**src/rtl/cdp_rdma_reg_group_ctrl.sv**
```systemverilog
// cdp_rdma_reg_group_ctrl: ping-pong op_en launch/retire control for the two CDP RDMA register groups.
// Optional per-layer active-cycle counter enabled by defining CDP_RDMA_PERF_CNT_EN.
module cdp_rdma_reg_group_ctrl #(
  parameter int PERF_W = 32
) (
  input  logic              nvdla_core_clk,
  input  logic              nvdla_core_rstn,
  input  logic              producer,
  input  logic              op_en_wr_en,
  input  logic              op_en_wr_data,
  input  logic              dp2reg_done,
  output logic              consumer,
  output logic [1:0]        status_0,
  output logic [1:0]        status_1,
  output logic              reg2dp_op_en,
  output logic              op_en_0,
  output logic              op_en_1,
  output logic [1:0]        done_intr,
  output logic              err_pulse,
  output logic [PERF_W-1:0] perf_active_cycles
);
  logic [1:0] op_en_q, op_en_d, done_intr_q, done_intr_d;
  logic       consumer_q, consumer_d, run_q, run_d, err_q, err_d;
  logic       wr1, done_v, retire_hit;
  always_comb begin
    wr1         = op_en_wr_en & op_en_wr_data;
    done_v      = dp2reg_done & run_q;
    retire_hit  = done_v & (producer == consumer_q);
    // clear the retiring group first so a colliding write-1 to it survives
    op_en_d     = (op_en_q & ~({1'b0, done_v} << consumer_q)) | ({1'b0, wr1} << producer);
    consumer_d  = consumer_q ^ done_v;
    run_d       = ~dp2reg_done & op_en_q[consumer_q];
    done_intr_d = {done_v & consumer_q, done_v & ~consumer_q};
    err_d       = (wr1 & op_en_q[producer] & ~retire_hit) | (dp2reg_done & ~run_q);
  end
  always_ff @(posedge nvdla_core_clk or negedge nvdla_core_rstn)
    if (!nvdla_core_rstn) begin
      op_en_q     <= '0;
      consumer_q  <= 1'b0;
      run_q       <= 1'b0;
      done_intr_q <= '0;
      err_q       <= 1'b0;
    end else begin
      op_en_q     <= op_en_d;
      consumer_q  <= consumer_d;
      run_q       <= run_d;
      done_intr_q <= done_intr_d;
      err_q       <= err_d;
    end
  assign consumer     = consumer_q;
  assign reg2dp_op_en = run_q;
  assign op_en_0      = op_en_q[0];
  assign op_en_1      = op_en_q[1];
  assign done_intr    = done_intr_q;
  assign err_pulse    = err_q;
  assign status_0     = !op_en_q[0] ? 2'd0 : (consumer_q ? 2'd2 : 2'd1);
  assign status_1     = !op_en_q[1] ? 2'd0 : (consumer_q ? 2'd1 : 2'd2);
`ifdef CDP_RDMA_PERF_CNT_EN
  logic [PERF_W-1:0] cnt_q, cnt_d, cnt_inc, perf_q, perf_d;
  always_comb begin
    cnt_inc = &cnt_q ? cnt_q : cnt_q + PERF_W'(1);
    cnt_d   = done_v ? '0 : (run_q ? cnt_inc : cnt_q);
    perf_d  = done_v ? cnt_inc : perf_q;
  end
  always_ff @(posedge nvdla_core_clk or negedge nvdla_core_rstn)
    if (!nvdla_core_rstn) begin
      cnt_q  <= '0;
      perf_q <= '0;
    end else begin
      cnt_q  <= cnt_d;
      perf_q <= perf_d;
    end
  assign perf_active_cycles = perf_q;
`else
  assign perf_active_cycles = '0;
`endif
endmodule

```
**config.mk**
```make
export PLATFORM = sky130hd
export DESIGN_NAME = cdp_rdma_reg_group_ctrl
export DESIGN_NICKNAME = d
export VERILOG_FILES = /design/src/rtl/cdp_rdma_reg_group_ctrl.sv
export SDC_FILE = /design/constraint.sdc
export NUM_CORES = 1
export LEC_CHECK = 0
export ABC_AREA = 1
export CAP_MARGIN = 20
export CORE_MARGIN = 2
export CORE_UTILIZATION = 31
export CTS_CLUSTER_DIAMETER = 50
export DETAILED_ROUTE_END_ITERATION = 16
export HOLD_SLACK_MARGIN = 0.06
export PLACE_DENSITY_LB_ADDON = 0.08
export SYNTH_ARGS = -nofsm -noshare
export SYNTH_HDL_FRONTEND = slang
export SYNTH_SLANG_ARGS = --single-unit
```
**constraint.sdc**
```tcl
create_clock -name nvdla_core_clk -period 1.16 [get_ports nvdla_core_clk]
set_input_delay 0.232 -clock nvdla_core_clk [delete_from_list [all_inputs] [get_ports nvdla_core_clk]]
set_output_delay 0.232 -clock nvdla_core_clk [all_outputs]
set_load 0.05 [all_outputs]
```
==> out/results.ini, run 1 <==
[yosys]
synth_most_common_cell = buf_4
synth_compound_area_share_pct = 3.10
netlist_area_um2 = 564
synth-xor-area-share_pct = 0
synth_top_area_share_pct = 42.6
synth_top_family_by_area = buffers and inverters
synth_edf_count = 0
ys_warn_count = 0
synth.area.top_cells = buf_4 (43%), dfrtp_1 (31%), nand2_1 (8.0%)
synth_top_area_cell = buf_4
yosys_register_bits = 7
syn_area_per_cell_um2 = 7.84
synth_flop_cell = dfrtp_1
synth_common_cells = buf_4 (32), nand2_1 (12), inv_1 (10), dfrtp_1 (7), nor2_1 (3)
ys_seq_area_share_pct = 31.0
yosys.area_share.adder_pct = 4.43
synthSimpleGateAreaFrac_pct = 10.9
syn_inst = 72
synth_cell_type_count = 11
synthArstFlopShare_pct = 100
synthMuxAreaShare_pct = 0

[worst_setup_path]
cp-end-kind = output port
worst-setup-path-type = reg2out
timing.rr.end = consumer
required_ns = 0.93
rrSetupSlack_ns = 0.06
crit_chain = buf_6, nor2_4, buf_12
worstPathArrival_ns = 1.10
critPathLaunchType = flop
slowest_stage = dfrtp_2
slowest_delay_ns = 0.47
rr_worst_depth = 4
path_max_fanout = 7
r2r_start = consumer

[floorplanning]
start_util_pct = 32.7
std_cell_rows = 15
die_h_um = 46.7
dieArea_um2 = 2180
io_pins = 49
coreArea_um2 = 1730
fp.dieW_um = 46.7

[global_routing]
antenna_found_initial = 0
track_usage_pct = 9.28
grt_pass1_vias = 331
globalRouteOverflowTotal = 0
grt_max_degree = 8
grt_pass1_wl_um = 1340

[cts]
htree_num_levels = 1
clock_sinks = 7
clk_path_buf_depth = 2
insertion_delay_ns = 0.25
cts_root_buffer = clkbuf_4
clk_pin_slew_ns = 0.05
cts_buffers = 3
cts_tree = built

[final_layout]
fillers = 168
drive_above_1_share_pct = 34.0
instances_no_fill = 122
diodes = 0
utilization_pct = 49.7
final_nets = 106
areaGrowthSynthToFinish_pct = 52.1

[drt]
first_pass_iters = 1
via_count = 406
drt-total-wl_um = 906
first_iter_violations = 0
wire_per_inst_um = 7.43
drc_errors = 0
ant_nets = 0
routed_via_density = 3.33

[power_and_ir_drop]
powerDensity_nw_per_um2 = 3270
peakVddDrop_mv = 1.44
power_leakage_uw = 0.000461

[placement]
place_congestion = 0.657
dpl.hpwl_um = 776
portBuffers = 16
place_inst = 114

[sta]
setup_viol = 6
post-route-period-util_pct = 115
fin_ws_ns = -0.171
finalWorstPathRequiredPeriod_ns = 1.33
slew_violations = 0
rsz0062_at_grt = true
skew_ns = 0.00522
hold_viol = 0
fmax_mhz = 751

[status]
status = complete, but fails checks
violations = negative setup slack

[run]
maxCapViolations = 0

[hold_path]
hp-class = in2async

## where the power goes
part           switching, uW  leakage (uW)  internal (uW)
clock                   84.3     0.0000150            131
sequential               153     0.0000826            345
combinational           1190      0.000363            902
total                   1430      0.000461           1380
## registers in the layout, indices dropped and copies added (netlist names)
name / count
consumer: 1
op_en_q: 2
reg2dp_op_en: 1
done_intr: 2
err_pulse: 1
## critical path, delay by kind of cell, from the launching register on
kind	cells	cell delay, ns
DFF	1	0.47
buffers and inverters	2	0.29
and+or+nand+nor	1	0.09
## cell families after synthesis
| logic type | count (synthesis) |
|---|---|
| fa+ha+maj | 2 |
| other cells | 1 |
| simple gates | 16 |
| flops | 7 |
| compound gates | 3 |
| buf+inv | 43 |
## worst max path at each step
| stage | startpoint | end | slack [ns] | cells after the start |
|---|---|---|---|---|
| 4_1_cts | consumer | status_0[0] | -0.19 | 4 |
| 6_report | consumer | status_1[1] | -0.17 | 3 |
| 5_1_grt | consumer | status_0[0] | -0.23 | 4 |
| 3_5_place_dp | dp2reg_done | op_en_q[0] | -0.08 | 5 |
| 2_1_floorplan | consumer | status_0[0] | -0.05 | 3 |
| 3_3_place_gp | dp2reg_done | op_en_q[0] | -0.08 | 5 |
## layer usage
metal / part of all wire (%) / global-route usage [%]
met5: 0 / 0
met4: 1.5 / 6.67
met3: 12 / 3.53
met2: 49 / 15.6
met1: 37 / 9.29
## cell type report
type / count / area [um^2] / share of cell area, %
Timing Repair Buffer: 22 / 323 / 37.6
Multi-Input combinational cell: 53 / 246 / 28.7
Sequential cell: 7 / 179 / 20.8
Inverter: 11 / 52.6 / 6.12
Tap cell: 25 / 31.3 / 3.64
Clock buffer: 4 / 26.3 / 3.06
## metrics by stage
stage	setup WS [ns]	setup TNS (ns)	hold slack (ns)	total power [uW]	cell area, um^2
CTS	-0.193	-0.733	0.246	2760	840
global placement	-0.0776	-0.207	0.519	2430	782
finish	-0.171	-0.725	0.241	2810	858
floorplan	-0.0548	-0.100	-0.0636	1630	706
detailed placement	-0.0803	-0.208	0.514	2430	782
global route	-0.234	-1.04	0.251	2960	858
## placed cells by master, fill, tap and decap left out, types with 2 or more instances in the layout
cell	instances
clkbuf_4	3
nor2_1	2
nand2_2	2
clkdlybuf4s50_1	5
buf_4	4
conb_1	32
dfrtp_1	4
inv_1	6
clkinvlp_4	3
buf_6	2
inv_2	2
o22ai_1	2
nand2_1	9
buf_12	11
dfrtp_2	3
## what timing repair did
item	CTS	global route
buffers inserted	3	1
pin swaps	1	2
hold buffers	0	0
setup endpoints to repair	4	7
resized for setup	4	3
(Power assumes the default switching activity.)
==> run 2, diff against run 1 <==
--- a/config.mk
+++ b/config.mk
@@ -6,7 +6,6 @@
 export NUM_CORES = 1
 export LEC_CHECK = 0
 export ABC_AREA = 1
-export CAP_MARGIN = 20
 export CORE_MARGIN = 2
 export CORE_UTILIZATION = 31
 export CTS_CLUSTER_DIAMETER = 50
==> constraint.sdc (replaced) <==
create_clock -name nvdla_core_clk -period 1.16 [get_ports nvdla_core_clk]
set_input_delay 0.232 -clock nvdla_core_clk [delete_from_list [all_inputs] [get_ports nvdla_core_clk]]
set_output_delay 0.232 -clock nvdla_core_clk [all_outputs]
set_load 0.1 [all_outputs]
==> run 2 against run 1 <==
Net effect: sequential cell count unchanged; the flow still finishes with violations (negative setup slack); critical path depth stayed put; final area is 7.0% higher.
==> out/results.ini, run 2 (synthesis gave the netlist of run 1 again) <==
[status]
status = complete, but fails checks  ; unchanged
violations = negative setup slack  ; unchanged

[sta]
slew_violations = 0  ; unchanged
hold_viol = 0  ; unchanged
rsz0062_at_grt = true  ; unchanged
finalWorstPathRequiredPeriod_ns = 1.41  ; was 1.33 ns
setup_viol = 7  ; was 6
fin_ws_ns = -0.252  ; was -0.171 ns
fmax_mhz = 708  ; was 751 MHz
fin_hold_ws_ns = 0.243  ; was 0.241 ns
post-route-period-util_pct = 122  ; was 115%
skew_ns = 0.00361  ; was 0.00522 ns

[cts]
clk_path_buf_depth = 2  ; unchanged
clk_pin_slew_ns = 0.05  ; about the same
cts_tree = built  ; unchanged
cts_root_buffer = clkbuf_4  ; unchanged
clock_sinks = 7  ; unchanged
cts_buffers = 3  ; unchanged
htree_num_levels = 1  ; unchanged
insertion_delay_ns = 0.25  ; about the same

[worst_setup_path]
cp-end-kind = output port  ; unchanged
critPathLaunchType = flop  ; unchanged
path_max_fanout = 7  ; unchanged
worstPathArrival_ns = 1.18  ; was 1.10 ns
required_ns = 0.93  ; about the same
worst-setup-path-type = reg2out  ; unchanged

[final_layout]
drive_above_1_share_pct = 40.4  ; was 34.0%
diodes = 0  ; unchanged
layout_commonest_cell = conb_1  ; unchanged
final_nets = 108  ; was 106
layout_common_cells = conb_1 (32), buf_12 (11), nand2_1 (7)  ; was conb_1 (32), buf_12 (11), nand2_1 (9)
areaGrowthSynthToFinish_pct = 62.7  ; was 52.1%
fillers = 160  ; was 168

[global_routing]
grt_pass1_wl_um = 1660  ; was 1340 um
grt_pass1_vias = 387  ; was 331
antenna_found_initial = 0  ; unchanged
grt_max_degree = 8  ; unchanged
globalRouteOverflowTotal = 0  ; unchanged
track_usage_pct = 11.8  ; was 9.28%

[floorplanning]
coreArea_um2 = 1730  ; unchanged
io_pins = 49  ; unchanged
std_cell_rows = 15  ; unchanged
dieArea_um2 = 2180  ; unchanged
die_h_um = 46.7  ; unchanged
start_util_pct = 32.7  ; unchanged
fp.dieW_um = 46.7  ; unchanged

[drt]
via_count = 420  ; was 406
routed_via_density = 3.39  ; was 3.33
drt-total-wl_um = 1080  ; was 906 um
wire_per_inst_um = 8.69  ; was 7.43 um
ant_nets = 0  ; unchanged
drc_errors = 0  ; unchanged
first_iter_violations = 4  ; was 0
first_pass_iters = 3  ; was 1

[placement]
dpl.hpwl_um = 917  ; was 776 um
place_congestion = 0.773  ; was 0.657
portBuffers = 16  ; unchanged

[hold_path]
hp-class = in2async  ; unchanged

[run]
maxCapViolations = 0  ; unchanged

[run 2: changes by cell type in the layout (fill, tap and decap cells not counted), sizes merged]
cell | before | now
clkdlybuf4s50 | 5 | 4
buf | 17 | 19
dlymetal6s2s | 0 | 1
[run 2: final timing paths]
path	start	to	slack [ns]	cells past startpoint
setup / recovery	consumer	status_1[1]	-0.25	3
hold / removal	nvdla_core_rstn	done_intr[1]	0.24	1
setup reg to reg	reg2dp_op_en	op_en_q[1]	0.07	4
hold reg to reg	reg2dp_op_en	err_pulse	0.63	3
max in group asynchronous	nvdla_core_rstn	reg2dp_op_en	0.64	1
min in group nvdla_core_clk	producer	op_en_q[0]	0.37	2
[run 2: final cells by class]
type	count	area [um^2]	area share [%]
multi-input combinational	53	278	30.2
clock buffer	4	26.3	2.86
sequential	7	190	20.7
tap	25	31.3	3.41
timing repair buffer	24	340	37.1
inverter	11	52.6	5.72
[run 2: through the flow]
stage,cells,utilization (%),worst slack (ns),setup TNS (ns),cell area [um^2]
after floorplan,103,-,-0.296,-1.15,717
after global placement,119,48.1,-0.0817,-0.246,831
after detailed placement,119,48.1,-0.0947,-0.272,831
after CTS,125,52.4,-0.262,-1.41,905
after global routing,124,53.2,-0.293,-1.64,918
final,124,53.2,-0.252,-1.35,918
[run 2: routing by layer]
layer  GRT usage, %  wire, um  vias to the layer above  part of all wire (%)
met2           19.4       576                       28                    53
met5              0         0                        -                     0
met1           11.9       372                      188                    35
li1               -         -                      202                     -
met4           5.00        14                        0                   1.3
met3           7.06       114                        2                    11
[run 2: worst max-delay path, stage by stage (launching register included)]
cell     delay [ns]
dfrtp_4        0.52
buf_6          0.14
nor2_4         0.09
buf_12         0.18
[run 2: timing repair]
item                       CTS  global route
gates cloned                 0             0
resized for setup            7             7
pin swaps                    1             2
buffers inserted             2             1
hold buffers                 0             0
setup endpoints to repair    8            11
Power of run 2 is left out: the tool's default activity adds up to more than one toggle a clock period on the data nets, which glitch-free logic cannot reach.
==> run 3, diff against run 2 <==
==> constraint.sdc (replaced) <==
create_clock -name nvdla_core_clk -period 1.16 [get_ports nvdla_core_clk]
set_input_delay 0.232 -clock nvdla_core_clk [delete_from_list [all_inputs] [get_ports nvdla_core_clk]]
set_output_delay 0.232 -clock nvdla_core_clk [all_outputs]
set_load 0.01 [all_outputs]
==> run 3 against run 2 <==
Net effect: the run still ends with negative setup slack left; clock skew hardly changed; via count grew 3.8%; non-clock buffer count increased by 7; fmax up 8.9%; register-to-register slack is essentially flat; critical path depth rose by 2; sequential cell count did not move; sequential share of layout area rose by 1.3 points; first-iteration DRC count fell by 75%; final cell count grew 5.6%; hold slack worse by 0.0041 ns; largest cell class unchanged; highest routed layer unchanged.
==> out/results.ini, run 3 (synthesis gave the netlist of run 1 again) <==
[worst_setup_path]
slowest_stage = dfrtp_2  ; was dfrtp_4
crit_chain = buf_6, inv_4, nand2_2, inv_1, buf_2  ; was buf_6, nor2_4, buf_12
r2r_start = reg2dp_op_en  ; unchanged
worstPathArrival_ns = 1.06  ; was 1.18 ns
critPathLaunchType = flop  ; unchanged
worst-setup-path-type = reg2out  ; unchanged
rr_worst_depth = 5  ; was 4
rrSetupSlack_ns = 0.07  ; about the same
path_max_fanout = 5  ; was 7
required_ns = 0.93  ; about the same
cp-end-kind = output port  ; unchanged
startpoint = consumer  ; unchanged
slowest_delay_ns = 0.44  ; was 0.52 ns
timing.rr.end = op_en_q[1]  ; unchanged

[drt]
first_pass_iters = 4  ; was 3
ant_nets = 0  ; unchanged
drt-total-wl_um = 976  ; was 1080 um
wire_per_inst_um = 7.45  ; was 8.69 um
via_count = 436  ; was 420
wl_met3_um = 125  ; was 114 um
first_iter_violations = 1  ; was 4
drc_errors = 0  ; unchanged
wl_met2_um = 462  ; was 576 um
wirelength_met1_um = 346  ; was 372 um
highest_layer = met4  ; unchanged
routed_via_density = 3.33  ; was 3.39

[floorplanning]
coreArea_um2 = 1730  ; unchanged
dieArea_um2 = 2180  ; unchanged
io_pins = 49  ; unchanged
fp.dieW_um = 46.7  ; unchanged
std_cell_rows = 15  ; unchanged
die_h_um = 46.7  ; unchanged
start_util_pct = 32.7  ; unchanged

[sta]
slew_violations = 0  ; unchanged
fin_ws_ns = -0.137  ; was -0.252 ns
rsz0062_at_grt = true  ; unchanged
post-route-period-util_pct = 112  ; was 122%
skew_ns = 0.00387  ; was 0.00361 ns
setup_viol = 5  ; was 7
fmax_mhz = 771  ; was 708 MHz
finalWorstPathRequiredPeriod_ns = 1.30  ; was 1.41 ns
hold_viol = 0  ; unchanged

[power_and_ir_drop]
p_seq_share_pct = 23.5
peakVddDrop_mv = 0.583
swShare_pct = 37.2
p_clk_share_pct = 12.7
powerDensity_nw_per_um2 = 2210
power.internal_uw = 1110
power_leakage_uw = 0.000491
p_switching_uw = 657
combPwrFrac_pct = 63.9

[cts]
cts_tree = built  ; unchanged
cts_buffers = 3  ; unchanged
clock_sinks = 7  ; unchanged
insertion_delay_ns = 0.25  ; about the same
cts_root_buffer = clkbuf_4  ; unchanged
clk_pin_slew_ns = 0.05  ; about the same
clk_path_buf_depth = 2  ; unchanged
ctsHoldBuffers = 0  ; unchanged
htree_num_levels = 1  ; unchanged

[status]
violations = negative setup slack  ; unchanged
status = complete, but fails checks  ; unchanged

[final_layout]
utilization_pct = 46.4  ; was 53.2%
drive_above_1_share_pct = 30.2  ; was 40.4%
layout_common_cells = conb_1 (32), buf_4 (11), inv_1 (10), nand2_1 (10), buf_6 (7)  ; was conb_1 (32), buf_12 (11), nand2_1 (7)
multi_input_area_um2 = 255  ; was 278 um^2
fillers = 176  ; was 160
areaGrowthSynthToFinish_pct = 41.9  ; was 62.7%
layout_commonest_cell = conb_1  ; unchanged
diodes = 0  ; unchanged
final_nets = 115  ; was 108
ff_latch_area_um2 = 176  ; was 190 um^2

[run]
maxCapViolations = 0  ; unchanged

[placement]
place_congestion = 0.734  ; was 0.773
portBuffers = 16  ; unchanged
dpl.hpwl_um = 738  ; was 917 um
pre_cts_ws_ns = -0.221  ; was -0.0947 ns

[global_routing]
globalRouteOverflowTotal = 0  ; unchanged
track_usage_pct = 9.94  ; was 11.8%
grt_pass1_vias = 340  ; was 387
antenna_found_initial = 0  ; unchanged
grt_pass1_wl_um = 1340  ; was 1660 um
grt_max_degree = 8  ; unchanged

[hold_path]
hp-class = in2async  ; unchanged

run 3: power by group through the flow:
stage                     Sequential [uW]  Combinational [uW]  Clock [uW]
after floorplan                       457                 362           0
after global placement                414                 893           0
after detailed placement              418                 879           0
after CTS                             408                1020         231
after global routing                  429                1240         245
final                                 415                1130         224
run 3: repair_timing:
action                                  CTS  global route
pin swaps                                 2             1
gates cloned                              0             0
endpoints found under the setup margin   11             9
gates resized for setup                  39             9
buffers inserted                          6             2
run 3: through the flow:
step	instance area, um^2	instances	total power (uW)	TNS (ns)	hold WS [ns]
after floorplan	681	103	819	0	-0.0636
after global placement	692	120	1310	-1.17	0.529
after detailed placement	692	120	1300	-1.16	0.517
after CTS	762	130	1660	-0.362	0.243
after global routing	801	131	1910	-0.570	0.251
final	801	131	1770	-0.342	0.239
run 3: per-layer routing:
metal	up-vias	GRT usage (%)
li1	216	-
met1	186	9.11
met2	30	15.6
met3	4	3.53
met4	0	11.7
met5	-	0
run 3: layout make-up:
cell class / instances / share of cell area (%)
repair buffers: 31 / 33.4
multi-input cells: 53 / 31.9
flip-flops and latches: 7 / 22.0
inverters: 11 / 5.47
well taps: 25 / 3.91
clock buffers: 4 / 3.28
run 3: worst max-delay path by stage:
stage | cells after the start | to | slack [ns]
6_report | 5 | status_0[0] | -0.14
5_1_grt | 5 | status_0[0] | -0.19
4_1_cts | 5 | status_0[0] | -0.16
3_5_place_dp | 4 | status_0[0] | -0.22
3_3_place_gp | 4 | status_0[0] | -0.20
2_1_floorplan | 3 | op_en_q[0] | 0.21
run 3: critical path, delay by kind of cell, from the launching register on:
family	cells	cell delay [ns]
flip-flops	1	0.44
AND/OR/NAND/NOR	1	0.04
buffers and inverters	4	0.32
